`src/rtl/uart_pkg.sv`:
```
// Shared definitions for the UART transmit path: controller state encoding
// and the default character width.
package uart_pkg;

    localparam int UART_DBIT = 8;

    typedef enum logic [1:0] {
        IDLE   = 2'd0,
        LAUNCH = 2'd1,
        BUSY   = 2'd2
    } tx_ctrl_state_t;

endpackage

```
`src/rtl/sync_fifo.sv`:
```
// Synchronous circular-buffer FIFO with a separate occupancy counter, a
// combinational head output and a registered overflow pulse.
module sync_fifo #(
    parameter int DEPTH  = 16,
    parameter int WIDTH  = 8,
    localparam int ADDR_W = $clog2(DEPTH)
) (
    input  logic              clk,
    input  logic              reset,
    input  logic              wr_en,
    input  logic [WIDTH-1:0]  wr_data,
    input  logic              rd_en,
    output logic [WIDTH-1:0]  rd_data,
    output logic [ADDR_W:0]   count,
    output logic              full,
    output logic              empty,
    output logic              overflow
);

    logic [WIDTH-1:0]  mem_q [DEPTH];
    logic [ADDR_W-1:0] wr_ptr_q, wr_ptr_d;
    logic [ADDR_W-1:0] rd_ptr_q, rd_ptr_d;
    logic [ADDR_W:0]   count_q, count_d;
    logic              overflow_q, overflow_d;
    logic              wr_ok_s, rd_ok_s;

    assign full     = (count_q == (ADDR_W + 1)'(DEPTH));
    assign empty    = (count_q == '0);
    assign count    = count_q;
    assign overflow = overflow_q;
    assign rd_data  = mem_q[rd_ptr_q];

    // A pop frees a slot in the same cycle, so a write into a full FIFO is
    // still accepted when it coincides with a pop.
    assign rd_ok_s = rd_en && !empty;
    assign wr_ok_s = wr_en && (!full || rd_ok_s);

    // Next-state for pointers, occupancy and the drop pulse.
    always_comb begin
        wr_ptr_d   = wr_ptr_q;
        rd_ptr_d   = rd_ptr_q;
        count_d    = count_q;
        overflow_d = wr_en && !wr_ok_s;
        if (wr_ok_s) begin
            wr_ptr_d = wr_ptr_q + ADDR_W'(1);
        end else begin
            wr_ptr_d = wr_ptr_q;
        end
        if (rd_ok_s) begin
            rd_ptr_d = rd_ptr_q + ADDR_W'(1);
        end else begin
            rd_ptr_d = rd_ptr_q;
        end
        case ({wr_ok_s, rd_ok_s})
            2'b10:   count_d = count_q + (ADDR_W + 1)'(1);
            2'b01:   count_d = count_q - (ADDR_W + 1)'(1);
            default: count_d = count_q;
        endcase
    end

    // Control state registers.
    always_ff @(posedge clk or posedge reset) begin
        if (reset) begin
            wr_ptr_q   <= '0;
            rd_ptr_q   <= '0;
            count_q    <= '0;
            overflow_q <= 1'b0;
        end else begin
            wr_ptr_q   <= wr_ptr_d;
            rd_ptr_q   <= rd_ptr_d;
            count_q    <= count_d;
            overflow_q <= overflow_d;
        end
    end

    // Storage array; contents are meaningless until written.
    always_ff @(posedge clk) begin
        if (wr_ok_s) begin
            mem_q[wr_ptr_q] <= wr_data;
        end
    end

endmodule

```
`src/rtl/uart_tx_fifo_ctrl.sv`:
```
// Transmit buffer plus launch controller: pops one byte at a time into din,
// pulses tx_en for one cycle and waits for tx_done_tick before the next.
module uart_tx_fifo_ctrl
    import uart_pkg::*;
#(
    parameter int DEPTH  = 16,
    parameter int DBIT   = UART_DBIT,
    localparam int ADDR_W = $clog2(DEPTH)
) (
    input  logic             clk,
    input  logic             reset,
    input  logic             wr_en,
    input  logic [DBIT-1:0]  wr_data,
    output logic             full,
    output logic             empty,
    output logic [ADDR_W:0]  count,
    output logic             overflow,
    output logic             tx_busy,
    output logic             tx_en,
    output logic [DBIT-1:0]  din,
    input  logic             tx_done_tick
);

    tx_ctrl_state_t  state_q, state_d;
    logic            tx_en_q, tx_en_d;
    logic [DBIT-1:0] din_q, din_d;
    logic            pop_s;
    logic [DBIT-1:0] head_s;
    logic            empty_s;

    sync_fifo #(
        .DEPTH (DEPTH),
        .WIDTH (DBIT)
    ) u_fifo (
        .clk      (clk),
        .reset    (reset),
        .wr_en    (wr_en),
        .wr_data  (wr_data),
        .rd_en    (pop_s),
        .rd_data  (head_s),
        .count    (count),
        .full     (full),
        .empty    (empty_s),
        .overflow (overflow)
    );

    assign empty   = empty_s;
    assign tx_en   = tx_en_q;
    assign din     = din_q;
    assign tx_busy = (state_q != IDLE);

    // Launch sequencing; tx_done_tick outside BUSY is treated as spurious.
    always_comb begin
        state_d = state_q;
        tx_en_d = 1'b0;
        din_d   = din_q;
        pop_s   = 1'b0;
        case (state_q)
            IDLE: begin
                if (!empty_s) begin
                    pop_s   = 1'b1;
                    din_d   = head_s;
                    tx_en_d = 1'b1;
                    state_d = LAUNCH;
                end else begin
                    state_d = IDLE;
                end
            end
            LAUNCH: begin
                state_d = BUSY;
            end
            BUSY: begin
                if (tx_done_tick) begin
                    state_d = IDLE;
                end else begin
                    state_d = BUSY;
                end
            end
            default: begin
                state_d = IDLE;
            end
        endcase
    end

    // State and transmitter-facing output registers.
    always_ff @(posedge clk or posedge reset) begin
        if (reset) begin
            state_q <= IDLE;
            tx_en_q <= 1'b0;
            din_q   <= '0;
        end else begin
            state_q <= state_d;
            tx_en_q <= tx_en_d;
            din_q   <= din_d;
        end
    end

endmodule

```
`config.mk`:
```
export PLATFORM = sky130hd
export DESIGN_NAME = uart_tx_fifo_ctrl
export DESIGN_NICKNAME = d
export VERILOG_FILES = /design/src/rtl/uart_pkg.sv /design/src/rtl/sync_fifo.sv /design/src/rtl/uart_tx_fifo_ctrl.sv
export SDC_FILE = /design/constraint.sdc
export NUM_CORES = 1
export LEC_CHECK = 0
export ABC_AREA = 0
export BUFFER_PORTS_ARGS = -buffer_cell sky130_fd_sc_hd__buf_2
export CAP_MARGIN = 20
export CORE_UTILIZATION = 55
export DETAILED_ROUTE_END_ITERATION = 16
export GPL_TIMING_DRIVEN = 0
export PLACE_DENSITY = 0.78
export SLEW_MARGIN = 15
export SYNTH_ARGS = -nofsm -noshare
export SYNTH_HDL_FRONTEND = slang
export SYNTH_HIERARCHICAL = 1
export SYNTH_SLANG_ARGS = --single-unit
```
`constraint.sdc`:
```
create_clock -name clk -period 2.8 [get_ports clk]
set_input_delay 0 -clock clk [delete_from_list [all_inputs] [get_ports clk]]
set_output_delay 0 -clock clk [all_outputs]
set_load 0.01 [all_outputs]
```
Word-level counts from Yosys, hierarchy flattened

Memories as Yosys holds them, arrays and structs flattened. A register that Yosys moved wholly into a read port is not among the register bits.
Cells that the tools add are included.

Flip-flop bits (word level): 17
RAM bits: 128
Bits of input ports: 12
Output and inout port bits: 18
Word-level logic and storage cells: 37
Memories kept: 1

$add $sub $neg: 4
Equality and inequality tests: 5
Multiplexer cells: 8
Bitwise logic cells: 1
Reduce and logical (&&, ||, !) cells: 12

Memory list:

| name         | words | width | read ports | clocked after Yosys merged registers in | write ports | RTL line        | text |
|---|---|---|---|---|---|---|---|
| u_fifo.mem_q | 16    | 8     | 1          | 1                                       | 1           | sync_fifo.sv:20 | `logic [WIDTH-1:0] mem_q [DEPTH];` |

Operators by type and width:

| kind                                                 | count |
|---|---|
| case mux 5 bit (2 select lines)                      | 1 |
| adder 4 x 1 -> 4 bit (second input constant)         | 2 |
| case mux 2 bit (3 select lines)                      | 1 |
| adder 5 x 1 -> 5 bit (second input constant)         | 1 |
| equality test 5 bit (second input constant)          | 1 |
| logical NOT 5 bit                                    | 1 |
| two-way mux 1 bit                                    | 5 |
| subtractor 5 x 1 -> 5 bit (second input constant)    | 1 |
| equality test 2 x 1 -> 1 bit (second input constant) | 2 |
| equality test 2 bit (second input constant)          | 2 |
| nonzero test 2 bit                                   | 2 |
| logical AND 1 bit                                    | 3 |
| logical NOT 1 bit                                    | 3 |
| logical NOT 2 bit                                    | 1 |
| two-way mux 2 bit                                    | 1 |
| AND reduction 2 bit                                  | 1 |
| logical OR 1 bit                                     | 1 |
| inverter 1 bit                                       | 1 |

Logic depth before layout (Yosys ltp)

Gate-level depths: netlist (run 1).

Depth after elaboration: 8
Mapped depth: 12
Depth with buffers taken out: 11

Modules after synthesis

The synthesis (run 1) kept the hierarchy.

Modules (own cells, without submodules):

| module            | instances | cells each | area an instance (um2) | sequential area each (um2) |
|---|---|---|---|---|
| sync_fifo         | 1         | 296        | 5759.3                 | 4194.0 |
| uart_tx_fifo_ctrl | 1         | 25         | 411.6                  | 275.3 |

Least setup slack after synthesis (run 1)

OpenSTA, ideal clock, no wires.

Kind: reg-to-reg
Start: reg u_fifo.count_q[0], in the netlist u_fifo/count[0]
End: reg u_fifo.count_q[4], in the netlist u_fifo/count[4]
Library setup time: 0.087 ns
Data arrival time: 2.927 ns
Required time: 2.713 ns
Path slack: -0.214 ns
Cell stages (with the launch flop): 13
Buffers on the path: 1
Clock period less this slack: 3.014 ns
Cells stage by stage: dfrtp_1 or4_1 clkbuf_2 nor2_1 nor3_4 nand2b_1 a21o_1 inv_1 ha_1 nand2b_1 a2111o_1 o31a_1 o211ai_1

Cells in the longest elaborated chain, start to end: 8
Elaborated cells between the ends (all ways): 15
Classes of those cells: add/sub: 2; eq/ne: 3; mux: 3; reduce/logical: 7

Ends and longest elaborated chain:

| element                                                                      | RTL line                | text |
|---|---|---|
| from (decl)                                                                  | sync_fifo.sv:23         | `logic [ADDR_W:0] count_q, count_d;` |
| from (signal assigned)                                                       | sync_fifo.sv:71         | `count_q <= count_d;` |
| logical NOT 5 bit *                                                          | sync_fifo.sv:28         | `assign empty = (count_q == '0);` |
| via empty                                                                    | uart_tx_fifo_ctrl.sv:15 | `output logic empty,` |
| two-way mux 1 bit *                                                          | uart_tx_fifo_ctrl.sv:60 | `if (!empty_s) begin` |
| two-way mux 1 bit *                                                          | uart_tx_fifo_ctrl.sv:58 | `case (state_q)` |
| via pop_s                                                                    | uart_tx_fifo_ctrl.sv:27 | `logic pop_s;` |
| logical AND 1 bit *                                                          | sync_fifo.sv:35         | `assign rd_ok_s = rd_en && !empty;` |
| logical OR 1 bit                                                             | sync_fifo.sv:36         | `assign wr_ok_s = wr_en && (!full \|\| rd_ok_s);` |
| logical AND 1 bit                                                            | sync_fifo.sv:36         |  |
| equality test 2 x 1 -> 1 bit / equality test 2 bit (equally long branches)   | sync_fifo.sv:54         | `case ({wr_ok_s, rd_ok_s})` |
| case mux 5 bit (2 select lines) / nonzero test 2 bit (equally long branches) | n/a                     |  |

Mark *: on every way through the listed nets, which the timed path passes. The rest lies on a longest branch.
A chain may end at the register's enable or synchronous reset.

Final worst setup path (run 1)

Start: reg u_fifo.count_q[0], in the netlist u_fifo/count[0]
End: reg u_fifo.count_q[4], in the netlist u_fifo/count[4]

Cells in the longest elaborated chain, start to end: 8
Elaborated cells between the ends (all ways): 15
Classes of those cells: add/sub: 2; eq/ne: 3; mux: 3; reduce/logical: 7

Ends and longest elaborated chain:

| element                                                                      | RTL line |
|---|---|
| logical NOT 5 bit *                                                          | sync_fifo.sv:28 |
| two-way mux 1 bit *                                                          | uart_tx_fifo_ctrl.sv:60 |
| two-way mux 1 bit *                                                          | uart_tx_fifo_ctrl.sv:58 |
| via pop_s                                                                    | uart_tx_fifo_ctrl.sv:27 |
| logical AND 1 bit *                                                          | sync_fifo.sv:35 |
| logical OR 1 bit                                                             | sync_fifo.sv:36 |
| logical AND 1 bit                                                            | sync_fifo.sv:36 |
| equality test 2 x 1 -> 1 bit / equality test 2 bit (equally long branches)   | sync_fifo.sv:54 |
| case mux 5 bit (2 select lines) / nonzero test 2 bit (equally long branches) | n/a |

Marked as above.

==> results.json, run 1 <==
{
  "swShare": 0.306,
  "combPwrFrac": 0.332,
  "cp-end-kind": "register",
  "cap_violations": 0,
  "finish.instance_area_mm2": 0.00742,
  "core-area_mm2": 0.0109,
  "initial_core_util": 0.567,
  "synthTopCellsByArea": "edfxtp_1 62%, mux4_2 12%, dfrtp_1 10%",
  "cp_slowest_cell": "or4_1",
  "final_core_util": 0.682,
  "wirelength_um": 12200,
  "cts.clk_slew.worst_paths_ns": 0.06,
  "setup_viol": 0,
  "die_w_um": 108,
  "hold_violations": 0,
  "viasPerCell": 5.94,
  "ant_nets": 0,
  "synth_area_per_cell_um2": 19.2,
  "grt_max_degree": 17,
  "clock-sinks": 153,
  "areaGrowthSynthToFinish_pct": 20.3,
  "switchingPower_w": 0.00249,
  "synth_top_area_frac": 0.623,
  "antenna_found_initial": 0,
  "cp.required_ns": 3.24,
  "fmax_ghz": 0.366,
  "finalCriticalPeriod_ns": 2.73,
  "cp-startpoint": "u_fifo/count[0]",
  "crit_type": "register to register",
  "first_pass_iters": 4,
  "drive_gt1_frac": 0.339,
  "antenna_cells": 0,
  "worstReg2RegStart": "u_fifo/count[0]",
  "syn_inst": 321,
  "cts_root_buf": "clkbuf_8",
  "yosysSeqAreaShare": 0.724,
  "die_area_mm2": 0.0116,
  "synth_most_common_cell": "edfxtp_1",
  "hold_ws_ns": 0.0134,
  "grt_remaining_overflow": 0,
  "clkLatencyLatePin_ns": 0.52,
  "leakage_nw": 2.64,
  "ctsHtreeMaxLevel": 4,
  "synth.distinct_cells": 44,
  "post-route-period-util": 0.976,
  "fillers": 669,
  "ir_drop_mv": 0.634,
  "synth_seq_cells": 153,
  "routabilityCongestion": 0.772,
  "grtUsageTotal": 0.237,
  "port-buffer-count": 29,
  "cts_tree": "built",
  "cts_buffer_depth": 2,
  "synth.largest_area_cell": "edfxtp_1",
  "worstPathArrival_ns": 3.18,
  "dp.final_hpwl_um": 7870,
  "crit_fanout": 6,
  "grt_pass1_wl_um": 18800,
  "cp_cell_sequence": "or4_1 -> clkbuf_8 -> nor2_4 -> nor3_4 -> nand2b_1 -> a21o_1 -> inv_2 -> ha_4 -> nand2b_4 -> a2111o_1 -> o31a_1 -> o211ai_1",
  "dpl_cell_area_mm2": 0.00655,
  "rsz0062_at_grt": "true",
  "yosys_warnings": 6,
  "async_flop_share": 0.163,
  "status": "complete, no violations",
  "slew_headroom": 0.510,
  "finClkSkew_ns": 0.00849,
  "ff2ff_path_depth": 12,
  "num_rows": 38,
  "drtIter0Drc": 232,
  "synth_common_cells": "128 x edfxtp_1, 32 x mux4_2, 25 x dfrtp_1",
  "die_h_um": 108,
  "num-nets-final": 412,
  "cts_buffers": 17,
  "synth_flop_cell": "edfxtp_1",
  "syn_area_mm2": 0.00617,
  "hp-class": "input port to async pin",
  "slowest_delay_ns": 0.54,
  "seq_power_share": 0.375,
  "powerDensity_mw_per_mm2": 1100,
  "intPower_w": 0.00565,
  "synth-edff-count": 128,
  "wl_per_cell_um": 22.4,
  "io_pins": 30,
  "drc_errors": 0,
  "p_clk_frac": 0.293,
  "worst_pin_slew_ns": 0.729,
  "grt_pass1_vias": 3244,
  "finalMaxSlewViolations": 0,
  "synth_nets": 342,
  "vias": 3231,
  "startpoint_type": "register"
}
## area by class of cell
cell class,count,area [um2],area share
Sequential cell,153,4470,0.602
Multi-Input combinational cell,144,1680,0.226
Clock buffer,28,624,0.0841
Timing Repair Buffer,51,338,0.0455
Tap cell,140,175,0.0236
Buffer,14,67.6,0.00910
Inverter,10,37.5,0.00506
Clock inverter,4,28.8,0.00388
## state kept, by name, summed over array words and instances (netlist names)
register,count
state_q,2
din,8
u_fifo/mem_q,128
u_fifo/overflow,1
tx_en,1
u_fifo/count,5
u_fifo/wr_ptr_q,4
u_fifo/rd_ptr_q,4
## layout by cell type, fill, tap and decap left out, types with 5 or more instances in the layout
| cell | Yosys | routed |
|---|---|---|
| a22oi_1 | 16 | 16 |
| and2_1 | 9 | 9 |
| buf_2 | 4 | 33 |
| buf_4 | 0 | 11 |
| clkbuf_1 | 7 | 9 |
| clkbuf_16 | 0 | 23 |
| dfrtp_1 | 25 | 23 |
| dlygate4sd3_1 | 0 | 11 |
| edfxtp_1 | 128 | 128 |
| ha_1 | 8 | 6 |
| inv_1 | 10 | 9 |
| mux2_2 | 10 | 10 |
| mux4_2 | 32 | 32 |
| nand2_1 | 11 | 11 |
| nor2_1 | 6 | 5 |
| xnor2_1 | 8 | 8 |
## power by group through the flow
stage          registers [W]  clock network (W)  logic [W]
2_1_floorplan        0.00309                  0    0.00175
3_3_place_gp         0.00306                  0    0.00242
3_5_place_dp         0.00309                  0    0.00252
4_1_cts              0.00306            0.00241    0.00266
5_1_grt              0.00309            0.00252    0.00294
6_report             0.00305            0.00238    0.00271
## path summary, 6_finish.rpt
check	endpoint	slack, ns
setup reg to reg	u_fifo/count[4]	0.07
setup / recovery	u_fifo/count[4]	0.07
max in group asynchronous	u_fifo/count[2]	2.29
hold / removal	din[5]	0.01
hold reg to reg	din[4]	0.50
min in group clk	u_fifo/count[4]	0.38
## per-stage QoR
stage	worst slack, ns	total power [W]	cells	TNS (ns)
3_5_place_dp	-0.318	0.00561	494	-14.87
5_1_grt	-0.0826	0.00855	544	-0.0878
2_1_floorplan	-0.106	0.00484	321	-3.48
3_3_place_gp	-0.826	0.00547	490	-29.36
4_1_cts	-0.0177	0.00813	540	-0.0177
6_report	0.0661	0.00814	544	0
## cells by family (layout without fill, tap and decap cells)
group	after synthesis	count (layout)	synth area share
AOI/OAI and AO/OA	32	32	0.0408
xor gates and xnor gates	9	9	0.0128
adders and majority gates	9	9	0.0195
buffers and inverters	24	107	0.0156
DFF	153	153	0.724
muxes	43	43	0.137
and+or+nand+nor	51	51	0.0497
## metal layers
| layer | wire, um | part of all wire | track usage | vias to the layer above |
|---|---|---|---|---|
| met5 | 0 | 0 | 0 | - |
| met4 | 151 | 0.012 | 0.0812 | 0 |
| met3 | 791 | 0.065 | 0.0745 | 12 |
| met2 | 6340 | 0.52 | 0.386 | 114 |
| met1 | 4920 | 0.40 | 0.305 | 1676 |
| li1 | - | - | - | 1429 |
## critical path: cells and delay by family (launching register included)
| family | cells | cell delay, ns |
|---|---|---|
| compound gates | 4 | 0.79 |
| flops | 1 | 0.42 |
| buf+inv | 2 | 0.26 |
| fa+ha+maj | 1 | 0.30 |
| simple gates | 5 | 0.89 |
## timing repair
| action | CTS | global route |
|---|---|---|
| setup endpoints to repair | 101 | 6 |
| hold buffers | 11 | 0 |
| pin swaps | 1 | 2 |
| gates resized for setup | 7 | 5 |
| endpoints found under the hold margin | 160 | 0 |
| setup buffers | 3 | 4 |
Note: power is estimated with default switching activity, not from simulation.
==> run 2, diff against run 1 <==
--- a/config.mk
+++ b/config.mk
@@ -8,7 +8,10 @@
 export ABC_AREA = 0
 export BUFFER_PORTS_ARGS = -buffer_cell sky130_fd_sc_hd__buf_2
 export CAP_MARGIN = 20
-export CORE_UTILIZATION = 55
+export CELL_PAD_IN_SITES_DETAIL_PLACEMENT = 1
+export CELL_PAD_IN_SITES_GLOBAL_PLACEMENT = 1
+export CORE_UTILIZATION = 48
+export CTS_BUF_LIST = sky130_fd_sc_hd__clkbuf_4 sky130_fd_sc_hd__clkbuf_8 sky130_fd_sc_hd__clkbuf_16
 export DETAILED_ROUTE_END_ITERATION = 16
 export GPL_TIMING_DRIVEN = 0
 export PLACE_DENSITY = 0.78
==> run 2 against run 1 <==
Against the previous run: maximum frequency fell by 0.73%; critical path depth unchanged; count of clock-buffer cells in the layout down 10; sequential power about the same; cell area down 0.15%; wire length increased by 21%; power is 1.3% higher; hold slack better by 0.014 ns; die area increased by 14%; clock power is 4% lower; largest cell class unchanged; largest power group unchanged.
==> results.json, run 2 (synthesis results as in run 1) <==
{
  "status": "complete, no violations",
  "antenna_cells": 0,
  "top_register": "u_fifo/mem_q",
  "cp.required_ns": 3.08,
  "drc_errors": 0,
  "finalCriticalPeriod_ns": 2.75,
  "wl_per_cell_um": 25.6,
  "post-route-period-util": 0.984,
  "hold_ws_ns": 0.0274,
  "viasPerCell": 5.75,
  "grtUsageMet3": 0.0438,
  "slew_headroom": 0.496,
  "wirelength_um": 14800,
  "met1_usage": 0.336,
  "grt.busiest_layer": "met2",
  "dp.final_hpwl_um": 8830,
  "final.setup.worst_slack_ns": 0.0459,
  "hold_violations": 0,
  "finish.instance_area_mm2": 0.00741,
  "die_w_um": 115,
  "cts_root_buf": "clkbuf_16",
  "num-nets-final": 415,
  "grt_max_degree": 17,
  "final_cells": 579,
  "worst_pin_slew_ns": 0.753,
  "cts_tree": "built",
  "ctsHtreeMaxLevel": 4,
  "multiInputGateArea_mm2": 0.00169,
  "areaGrowthSynthToFinish_pct": 20.1,
  "io_pins": 30,
  "ant_nets": 0,
  "powerDensity_mw_per_mm2": 1110,
  "cts.clk_slew.worst_paths_ns": 0.06,
  "die_area_mm2": 0.0133,
  "cts_buffer_depth": 2,
  "crit_type": "register to register",
  "drtIter0Drc": 290,
  "fillers": 1098,
  "num_rows": 41,
  "grtUsageTotal": 0.245,
  "layout_common_cells": "128 x edfxtp_1, 37 x buf_2, 32 x mux4_2, 25 x dfrtp_1, 17 x clkbuf_16",
  "largest_register_ffs": 128,
  "core-area_mm2": 0.0126,
  "layout_commonest_cell": "edfxtp_1",
  "grt_remaining_overflow": 0,
  "die_h_um": 115,
  "routabilityCongestion": 0.779,
  "ir_drop_mv": 0.484,
  "crit_fanout": 6,
  "finalMaxSlewViolations": 0,
  "dp.cells": 526,
  "post-place-ws_ns": -0.504,
  "initial_core_util": 0.491,
  "grt_pass1_wl_um": 22000,
  "cap_violations": 0,
  "regArea_mm2": 0.00447,
  "startpoint_type": "register",
  "vias": 3327,
  "leakage_nw": 2.62,
  "grt_util_met2": 0.389,
  "cp-end-kind": "register",
  "first_pass_iters": 4,
  "antenna_found_initial": 0,
  "port-buffer-count": 29,
  "fmax_ghz": 0.363,
  "finalSetupTns_ns": 0,
  "hp-class": "input port to register",
  "drive_gt1_frac": 0.342,
  "worstPathArrival_ns": 3.03,
  "cts_buffers": 17,
  "finClkSkew_ns": 0.00889,
  "clock-sinks": 153,
  "setup_viol": 0,
  "grt_pass1_vias": 3540,
  "dpl_cell_area_mm2": 0.00658,
  "clkLatencyLatePin_ns": 0.42
}
run 2: cell types whose count changed in the layout (fill, tap and decap cells not counted), moves of 2 or more:
cell        before  now
clkinv_2         1    4
clkinvlp_4       0    2
buf_2           33   37
bufinv_16        0    3
clkinv_1         0    3
clkbuf_1         9    7
dfrtp_1         23   25
clkbuf_16       23   17
dfrtp_2          2    0
clkbuf_8         4    0
run 2: timing repair:
item,CTS,global route
setup endpoints to repair,124,56
hold endpoints to repair,140,0
resized for setup,7,5
setup buffers,9,2
pin swaps,2,3
cloned,0,0
hold buffers,10,0
run 2: path summary, 6_finish.rpt:
check                      cells after the start  slack, ns       startpoint            endpoint
min                                            1       0.03       wr_data[1]  u_fifo/mem_q[6][1]
min in group asynchronous                      3       0.17            reset               tx_en
min reg2reg                                    1       0.50           din[4]              din[4]
max reg2reg                                   12       0.05  u_fifo/count[0]     u_fifo/count[4]
max in group asynchronous                      3       2.15            reset     u_fifo/overflow
max                                           12       0.05  u_fifo/count[0]     u_fifo/count[4]
run 2: stage by stage:
stage          utilization  power [W]
2_1_floorplan            -    0.00484
3_3_place_gp         0.520    0.00552
3_5_place_dp         0.523    0.00567
4_1_cts              0.587    0.00817
5_1_grt              0.590    0.00860
6_report             0.590    0.00825
run 2: final cells by class:
class                   instances  share of cell area
plain buffers                  14             0.00928
clock buffers                  18              0.0584
clock inverters                14              0.0208
inverters                      10             0.00506
multi-input cells             144               0.228
flip-flops and latches        153               0.603
well taps                     172              0.0290
repair buffers                 54              0.0469
run 2: power by group:
group          internal (W)  leakage [nW]  total (W)  switching, W
logic               0.00132         0.876    0.00291       0.00159
registers           0.00285          1.46    0.00305      0.000196
clock network       0.00140         0.286    0.00229      0.000893
total               0.00557          2.62    0.00825       0.00268
run 2: critical path, cell delays in order, from the launching register on:
cell and delay, ns:
dfrtp_1 0.40, or4_4 0.55, buf_8 0.15, nor2_4 0.11, nor3_4 0.07, nand2b_1 0.12, a21o_1 0.14, inv_2 0.08
ha_4 0.29, nand2b_4 0.06, a2111o_1 0.39, o211ai_1 0.12, o211ai_1 0.12
run 2: layer usage:
layer / vias up / share of wire / wire, um
li1: 1439 / - / -
met1: 1758 / 0.42 / 6180
met2: 115 / 0.50 / 7450
met3: 15 / 0.068 / 1000
met4: 0 / 0.013 / 193
met5: - / 0 / 0
==> run 3, diff against run 2 <==
==> constraint.sdc (replaced) <==
create_clock -name clk -period 2.8 [get_ports clk]
set_input_delay 0 -clock clk [delete_from_list [all_inputs] [get_ports clk]]
set_output_delay 0 -clock clk [all_outputs]
set_load 0.02 [all_outputs]
==> run 3 against run 2 <==
Against the previous run: the run now ends with setup timing left; via count is 0.24% lower; die area stayed put; clock skew is 0.0014 ns lower; register-to-register slack worse by 0.08 ns; combinational power hardly changed; clock power hardly changed; utilization is 0.17 points lower.
==> results.json, run 3 (synthesis results as in run 1) <==
{
  "cts_root_buf": "clkbuf_16",
  "status": "finished with violations",
  "switchingPower_w": 0.00268,
  "final_core_util": 0.588,
  "top_register": "u_fifo/mem_q",
  "grt_pass1_wl_um": 21000,
  "hp-class": "input port to register",
  "initial_core_util": 0.491,
  "grt_pass1_vias": 3417,
  "port-buffer-count": 29,
  "num_rows": 41,
  "clkLatencyLatePin_ns": 0.42,
  "cts.clk_slew.worst_paths_ns": 0.06,
  "grt_remaining_overflow": 0,
  "areaGrowthSynthToFinish_pct": 19.8,
  "antenna_found_initial": 0,
  "core-area_mm2": 0.0126,
  "hold_ws_ns": 0.00512,
  "drive_gt1_frac": 0.352,
  "cp_slowest_cell": "or4_4",
  "largest_register_ffs": 128,
  "post-route-period-util": 1.01,
  "die_h_um": 115,
  "wl_per_cell_um": 24.3,
  "grt_max_degree": 17,
  "path_buf_inv": 2,
  "finClkSkew_ns": 0.00753,
  "layout_commonest_cell": "edfxtp_1",
  "crit_family": "simple AND/OR/NAND/NOR gates",
  "setup_viol": 1,
  "leakage_nw": 2.61,
  "die_area_mm2": 0.0133,
  "cts_tree": "built",
  "final.setup.worst_slack_ns": -0.0324,
  "first_pass_iters": 4,
  "crit_type": "register to register",
  "cp-startpoint": "u_fifo/count[1]",
  "cap_violations": 0,
  "io_pins": 30,
  "final_cells": 575,
  "wl_met2_um": 7090,
  "grtUsageTotal": 0.231,
  "drtIter0Drc": 231,
  "cp_cell_sequence": "or4_4 -> buf_8 -> nor2_4 -> nor3_4 -> nand2b_1 -> a21o_1 -> inv_2 -> ha_4 -> nand2b_4 -> a2111o_1 -> o31a_1 -> o211ai_1",
  "hold_violations": 0,
  "rsz0062_at_grt": "true",
  "finalCriticalPeriod_ns": 2.83,
  "cp.required_ns": 3.14,
  "seq_power_share": 0.371,
  "clock-sinks": 153,
  "die_w_um": 115,
  "worst_pin_slew_ns": 0.740,
  "antenna_cells": 0,
  "drt-met1-wl_um": 6100,
  "failed_checks": "setup timing",
  "slew_headroom": 0.502,
  "intPower_w": 0.00561,
  "p_clk_frac": 0.277,
  "combPwrFrac": 0.351,
  "finalMaxSlewViolations": 0,
  "dp.cells": 526,
  "slowest_delay_ns": 0.54,
  "ant_nets": 0,
  "vias": 3319,
  "crit_fanout": 5,
  "wirelength_um": 14000,
  "fmax_ghz": 0.353,
  "swShare": 0.323,
  "layout_common_cells": "128 x edfxtp_1, 33 x buf_2, 32 x mux4_2, 21 x dfrtp_1, 17 x clkbuf_16",
  "ir_drop_mv": 0.498,
  "ctsHtreeMaxLevel": 4,
  "wl_met3_um": 582,
  "worstReg2RegStart": "u_fifo/count[1]",
  "drc_errors": 0,
  "post-place-ws_ns": -0.382,
  "top_layer": "met4",
  "num-nets-final": 411,
  "startpoint_type": "register",
  "min_from": "wr_data[1]",
  "powerDensity_mw_per_mm2": 1120,
  "dp.final_hpwl_um": 8980,
  "worstPathArrival_ns": 3.17,
  "viasPerCell": 5.77,
  "cp-end-kind": "register",
  "routabilityCongestion": 0.705,
  "cts_buffer_depth": 2,
  "cts_buffers": 17
}
## run 3: cell count changes in the layout (fill, tap and decap cells not counted), sizes merged
cell / delta
inv: -1
clkbuf: +5
clkinvlp: -2
buf: -2
clkinv: -2
dlygate4sd3: -2
## run 3: layout make-up
cell class / count / area, um2
sequential: 153 / 4470
inverter: 10 / 37.5
multi-input combinational: 144 / 1680
tap: 172 / 215
clock inverter: 9 / 124
buffer: 14 / 68.8
clock buffer: 23 / 470
fill: 1119 / 5180
timing repair buffer: 50 / 323
## run 3: metal layers
layer,up-vias,track usage
met4,0,0.0831
li1,1428,-
met1,1790,0.312
met3,14,0.0453
met5,-,0
met2,87,0.376
## run 3: power groups by stage
stage	Clock [W]	Sequential, W	Combinational, W
6_report	0.00230	0.00308	0.00291
5_1_grt	0.00242	0.00311	0.00313
4_1_cts	0.00232	0.00307	0.00278
3_5_place_dp	0	0.00311	0.00270
3_3_place_gp	0	0.00307	0.00255
2_1_floorplan	0	0.00318	0.00177
## run 3: what timing repair did
| action | 4_1_cts | 5_1_grt |
|---|---|---|
| hold buffers | 8 | 0 |
| buffers inserted | 2 | 7 |
| endpoints found under the hold margin | 97 | 0 |
| setup endpoints to repair | 127 | 66 |
| gates resized for setup | 2 | 8 |
| pin swaps | 2 | 6 |
## run 3: final timing paths
check | endpoint | slack, ns | cells past startpoint
max in group asynchronous | u_fifo/count[0] | 2.09 | 3
min in group asynchronous | state_q[0] | 0.16 | 3
worst min-delay path | u_fifo/mem_q[6][1] | 0.005 | 1
worst min register to register | din[0] | 0.50 | 1
worst max register to register | u_fifo/count[4] | -0.03 | 12
worst max-delay path | u_fifo/count[4] | -0.03 | 12
## run 3: stage by stage
| stage | total power, W | TNS (ns) | instance area, um2 |
|---|---|---|---|
| after floorplan | 0.00495 | -5.38 | 6180 |
| after global placement | 0.00562 | -36.50 | 6540 |
| after detailed placement | 0.00581 | -22.42 | 6600 |
| after CTS | 0.00818 | -0.0620 | 7300 |
| after global routing | 0.00865 | -1.00 | 7390 |
| final | 0.00829 | -0.0324 | 7390 |
